==> config.mk <==
export PLATFORM = sky130hd
export DESIGN_NAME = anita3_scaler_readout
export DESIGN_NICKNAME = d
export VERILOG_FILES = /design/src/rtl/anita3_scaler_readout.sv
export SDC_FILE = /design/constraint.sdc
export NUM_CORES = 2
export LEC_CHECK = 0
export BUFFER_PORTS_ARGS = -buffer_cell sky130_fd_sc_hd__buf_2
export CAP_MARGIN = 15
export CORE_MARGIN = 1.5
export CORE_UTILIZATION = 30
export CTS_BUF_LIST = sky130_fd_sc_hd__clkbuf_2 sky130_fd_sc_hd__clkbuf_4 sky130_fd_sc_hd__clkbuf_8
export DETAILED_ROUTE_END_ITERATION = 12
export GPL_TIMING_DRIVEN = 0
export HOLD_SLACK_MARGIN = 0.08
export MAX_ROUTING_LAYER = met4
export PLACE_DENSITY = 0.44
export SKIP_LAST_GASP = 1
export SLEW_MARGIN = 25
export SYNTH_ARGS = -nofsm -noshare
export SYNTH_HDL_FRONTEND = slang
export SYNTH_SLANG_ARGS = --single-unit
==> constraint.sdc <==
create_clock -name clk33_i -period 7 [get_ports clk33_i]
set_input_delay 1.4 -clock clk33_i [delete_from_list [all_inputs] [get_ports clk33_i]]
set_output_delay 1.4 -clock clk33_i [all_outputs]
set_load 0.01 [all_outputs]
==> src/rtl/anita3_scaler_readout.sv <==
// ANITA3 scaler readout: on each PPS, captures the scaler bank into a double-buffered frame RAM and posts it to the host.
// Optional soft trigger input enabled by defining SCALER_READOUT_SOFT_TRIG_EN.
module anita3_scaler_readout #(
  parameter int SETTLE_CYCLES = 4,
  parameter int SEQ_WIDTH     = 16
) (
  input  logic        clk33_i,
  input  logic        rst_i,
  input  logic        pps_i,
  output logic [5:0]  scal_addr_o,
  input  logic [31:0] scal_dat_i,
  output logic        frame_valid_o,
  input  logic        frame_ack_i,
  input  logic [5:0]  rd_addr_i,
  output logic [31:0] rd_dat_o,
  output logic        busy_o,
  output logic [7:0]  drop_cnt_o
`ifdef SCALER_READOUT_SOFT_TRIG_EN
  ,
  input  logic        soft_trig_i
`endif
);

  typedef enum logic [1:0] {IDLE, SETTLE, SCAN, COMMIT} state_t;

  localparam logic [5:0] LAST_WORD   = 6'd34;
  localparam logic [5:0] HEADER_WORD = 6'd35;

  state_t               state;
  logic                 pps_q;
  logic [3:0]           settle_cnt;
  logic [5:0]           idx;
  logic [31:0]          dat_q;
  logic [5:0]           widx_q;
  logic                 wr_pend;
  logic                 wbank;
  logic [SEQ_WIDTH-1:0] seq;
  logic [15:0]          seq16;
  logic [7:0]           frame_tag;

  logic                 pps_edge;
  logic                 start;
  logic                 pps_ignored;
  logic                 commit_ok;
  logic                 drop_frame;
  logic [8:0]           drop_sum;
  logic [7:0]           drop_next;

  logic [31:0]          ram [0:127];
  logic                 we;
  logic [6:0]           waddr;
  logic [31:0]          wdata;

  function automatic logic [5:0] scan_addr(input logic [5:0] i);
    if (i < 6'd32)       return i;
    else if (i == 6'd32) return 6'h20;
    else if (i == 6'd33) return 6'h21;
    else                 return 6'h27;
  endfunction

  generate
    if (SEQ_WIDTH >= 16) begin : g_seq_trunc
      assign seq16 = seq[15:0];
    end else begin : g_seq_ext
      assign seq16 = {{(16 - SEQ_WIDTH){1'b0}}, seq};
    end
  endgenerate

  assign pps_edge    = pps_i & ~pps_q;
  assign pps_ignored = pps_edge && (state != IDLE);
  assign commit_ok   = (state == COMMIT) && (!frame_valid_o || frame_ack_i);
  assign drop_frame  = (state == COMMIT) && !commit_ok;
  assign drop_sum    = {1'b0, drop_cnt_o} + {8'd0, pps_ignored} + {8'd0, drop_frame};
  assign drop_next   = drop_sum[8] ? 8'hFF : drop_sum[7:0];

`ifdef SCALER_READOUT_SOFT_TRIG_EN
  assign start = pps_edge | soft_trig_i;

  // A simultaneous PPS edge wins, so the frame is tagged as a PPS frame.
  always_ff @(posedge clk33_i) begin
    if (rst_i)
      frame_tag <= 8'hA3;
    else if (state == IDLE && start)
      frame_tag <= (soft_trig_i && !pps_edge) ? 8'hA5 : 8'hA3;
  end
`else
  assign start     = pps_edge;
  assign frame_tag = 8'hA3;
`endif

  // pps_q tracks through reset so a PPS level held across reset is not seen as a fresh edge.
  always_ff @(posedge clk33_i) begin
    pps_q <= pps_i;
  end

  always_ff @(posedge clk33_i) begin
    if (rst_i) begin
      state         <= IDLE;
      settle_cnt    <= '0;
      idx           <= '0;
      scal_addr_o   <= '0;
      busy_o        <= 1'b0;
      frame_valid_o <= 1'b0;
      drop_cnt_o    <= '0;
      seq           <= '0;
      wbank         <= 1'b0;
      wr_pend       <= 1'b0;
      widx_q        <= '0;
      dat_q         <= '0;
    end else begin
      drop_cnt_o <= drop_next;
      wr_pend    <= 1'b0;
      if (frame_ack_i && frame_valid_o)
        frame_valid_o <= 1'b0;
      case (state)
        IDLE: begin
          if (start) begin
            state      <= SETTLE;
            settle_cnt <= 4'(SETTLE_CYCLES - 1);
            busy_o     <= 1'b1;
          end
        end
        SETTLE: begin
          if (settle_cnt == 4'd0) begin
            state       <= SCAN;
            idx         <= '0;
            scal_addr_o <= 6'h00;
          end else begin
            settle_cnt <= settle_cnt - 4'd1;
          end
        end
        SCAN: begin
          // Capture this cycle's word; it lands in RAM one edge later. idx==35 is the drain cycle.
          if (idx <= LAST_WORD) begin
            dat_q       <= scal_dat_i;
            widx_q      <= idx;
            wr_pend     <= 1'b1;
            idx         <= idx + 6'd1;
            scal_addr_o <= scan_addr(idx + 6'd1);
          end else begin
            state <= COMMIT;
          end
        end
        COMMIT: begin
          if (commit_ok) begin
            wbank         <= ~wbank;
            frame_valid_o <= 1'b1;
          end
          seq         <= seq + 1'b1;
          state       <= IDLE;
          busy_o      <= 1'b0;
          scal_addr_o <= 6'h00;
        end
        default: state <= IDLE;
      endcase
    end
  end

  always_comb begin
    we    = !rst_i && (wr_pend || state == COMMIT);
    waddr = {wbank, widx_q};
    wdata = dat_q;
    if (state == COMMIT) begin
      waddr = {wbank, HEADER_WORD};
      wdata = {seq16, drop_cnt_o, frame_tag};
    end
  end

  always_ff @(posedge clk33_i) begin
    if (we)
      ram[waddr] <= wdata;
  end

  // Only the read bank is read, so this data never changes while a scan fills the other bank.
  always_ff @(posedge clk33_i) begin
    if (rst_i)
      rd_dat_o <= '0;
    else if (rd_addr_i <= HEADER_WORD)
      rd_dat_o <= ram[{~wbank, rd_addr_i}];
    else
      rd_dat_o <= '0;
  end

endmodule

==> results.cfg <==
[clock_tree]
cts-root-buf = clkbuf_8
htreeDepth = 6
postCtsResizedCells = 0
clockBufferDepth = 4
clk_latency_ps = 1310
clk_pin_slew_ps = 60
post_cts_buffers = 0
cts_tree = built
postCtsHoldBufs = 0
cts.sinks = 3781
cts_buffers = 658

[die]
die_y_um = 696.7
die_area_um2 = 485400
start_util_pct = 30.15
core_area_um2 = 478900
ios = 90
row_count = 254
chipWidth_um = 696.7

[sta]
min_period_ps = 5211
finalClockSkew_ps = 61.22
period_share_pct = 74.44
timing.final.ws_setup_ps = 1789
fmax_mhz = 191.9
hold_violations = 0
slew_viol_final = 0
worst_pin_slew_ps = 1206
slew_headroom_pct = 19.60
setup_viol = 0
rsz0062_at_grt = no
holdWs_ps = 235.7

[yosys]
syn_nets = 6377
yosys_warnings = 0
netlist_area_um2 = 144400
synth_flop_cell = edfxtp_1
ys_ff_latch = 3781
netlist-cell-type-count = 60
synth_cells = 6321
syn_area_per_cell_um2 = 22.84
postSynth.asyncResetShare_pct = 0
synth_edf_count = 3664
yosysSeqAreaShare_pct = 77.83

[layout]
drive_gt1_share_pct = 36.79
final_common_cell = edfxtp_1
fillers = 43790
fin_nets = 7439
final_cell_mix = 3,664 x edfxtp_1, 1,004 x mux4_2, 678 x clkbuf_8
syn_to_final_growth_pct = 20.77

[drt]
dr.pass1.iters = 5
finalWirelength_um = 527800
drtIter0Drc = 10270
vias_per_cell = 5.261
vias = 75260
ant_nets = 0
drc = 0
wl_per_cell_um = 36.90

[place]
gp_congestion = 0.9426
dp_hpwl_um = 372300
dpl_worst_slack_ps = 475.9
io_buffers = 83

[worst_setup_path]
cp_top_family = buffers and inverters
crit_fanout = 10
slowest_stage = buf_2
worst_setup_path_start_kind = input pin
cp-end-kind = flop
crit_type = in2reg
cp.buffers_inverters = 5
worstPathCellList = clkbuf_1 -> inv_2 -> buf_2 -> buf_2 -> clkbuf_1 -> nor2_1 -> nand2_1 -> o2111ai_1 -> a211oi_1 -> a21oi_1
crit_arrival_ps = 6300
crit_required_ps = 8090
slowest_delay_ps = 930
regToRegSetupSlack_ps = 2610

[pwr]
ir_worst_vdd_v = 0.0001895
p_leak_uw = 0.05542
p_per_area_nw_per_um2 = 291.9
power.total_uw = 50900

[global_routing]
grt_util_all_layers_pct = 22.06
grt_pass1_wl_um = 695000
grt_pass1_vias = 75840
grt_max_degree = 121
antenna_found_initial = 62
overflow = 0

[run_status]
outcome = complete, no violations

[job]
maxCapViolations = 0

[worst_hold_path]
hp-class = in2reg
==> cells by family (layout without fill, tap and decap cells) <==
| logic type | after synthesis | after routing | synth area share (%) |
|---|---|---|---|
| buffers and inverters | 363 | 1913 | 1.279 |
| other | 0 | 34 | 0 |
| DFF | 3781 | 3781 | 77.83 |
| muxes | 1206 | 1206 | 17.09 |
| AOI/OAI and AO/OA | 444 | 444 | 2.067 |
| xor gates and xnor gates | 21 | 21 | 0.1274 |
| and+or+nand+nor | 492 | 492 | 1.478 |
| adders and majority gates | 14 | 14 | 0.1265 |
==> state kept, by name, indices dropped and copies added (netlist names) <==
register / flops
ram: 3664
dat_q: 32
rd_dat_o: 32
seq: 16
drop_cnt_o: 8
idx: 6
scal_addr_o: 6
widx_q: 6
settle_cnt: 4
state: 2
busy_o: 1
frame_valid_o: 1
pps_q: 1
wbank: 1
wr_pend: 1
==> cell usage after synthesis (all sizes together), types with 12 or more instances <==
cell / number / area (um^2)
inv: 19 / 71.32
clkbuf: 117 / 439.2
mux2i: 167 / 1672
a22oi: 104 / 780.8
nor2b: 18 / 112.6
o22ai: 12 / 75.07
a211oi: 39 / 292.8
a21oi: 154 / 770.7
mux2: 35 / 394.1
and2: 16 / 100.1
nand3: 37 / 185.2
mux4: 1004 / 22610
nand2: 150 / 563.0
nor2: 203 / 762.0
o21ai: 21 / 105.1
edfxtp: 3664 / 110000
dfxtp: 117 / 2342
a22o: 16 / 140.1
o221ai: 37 / 324.1
nor3: 20 / 100.1
ha: 13 / 162.7
buf: 226 / 1333
==> worst reg2reg max path, cell delays in order, from the launching register on <==
cell and delay, ps:
dfxtp_1 380, ha_1 670, clkbuf_1 760, clkbuf_2 740, o21ai_2 470, nor2_4 530, buf_12 250, buf_16 210
==> where the power goes <==
group          total [uW]  switching, uW  internal, uW  leakage, uW
Combinational        4760           3480          1280       0.0138
Sequential          26000           79.1         25900       0.0348
Clock               20100           9470         10700      0.00674
Total               50900          13000         37900       0.0554
==> metrics by stage <==
stage                     utilization (%)  cell area (um^2)   TNS, ps  cells
after floorplan                         -            144400         0   6321
after global placement              31.90            152800  -2398200  12800
after detailed placement            33.72            161500         0  13120
after CTS                           36.38            174300         0  14270
after global routing                36.40            174300         0  14290
final                               36.41            174400         0  14310
==> path summary, 6_finish.rpt <==
check,endpoint,from,depth (start not counted)
setup / recovery,rd_dat_o[3]$_SDFF_PP0_,rd_addr_i[3],10
hold / removal,pps_q$_DFF_P_,pps_i,1
setup reg to reg,ram[35][22]$_DFFE_PP_,state[1]$_SDFFE_PP0P_,7
hold reg to reg,dat_q[0]$_SDFFE_PP0P_,dat_q[0]$_SDFFE_PP0P_,2
==> area by class of cell <==
class / instances / area [um^2] / area share (%)
flip-flops and latches: 3781 / 112400 / 64.44
clock buffers: 905 / 11040 / 6.329
repair buffers: 402 / 7640 / 4.382
inverters: 20 / 75.07 / 0.04306
clock inverters: 243 / 1707 / 0.9788
diodes: 34 / 85.08 / 0.04880
plain buffers: 343 / 1849 / 1.061
well taps: 6400 / 8008 / 4.593
multi-input cells: 2177 / 31600 / 18.12
==> per-layer routing <==
metal  GRT usage [%]  share of wire [%]  up-vias
li1                -                  -    29190
met1           28.51                 41    41680
met2           34.09                 47     3620
met3           4.890                8.2      773
met4           8.347                4.0        0
met5               -                  0        -
Power figures use the tool's default switching activity.
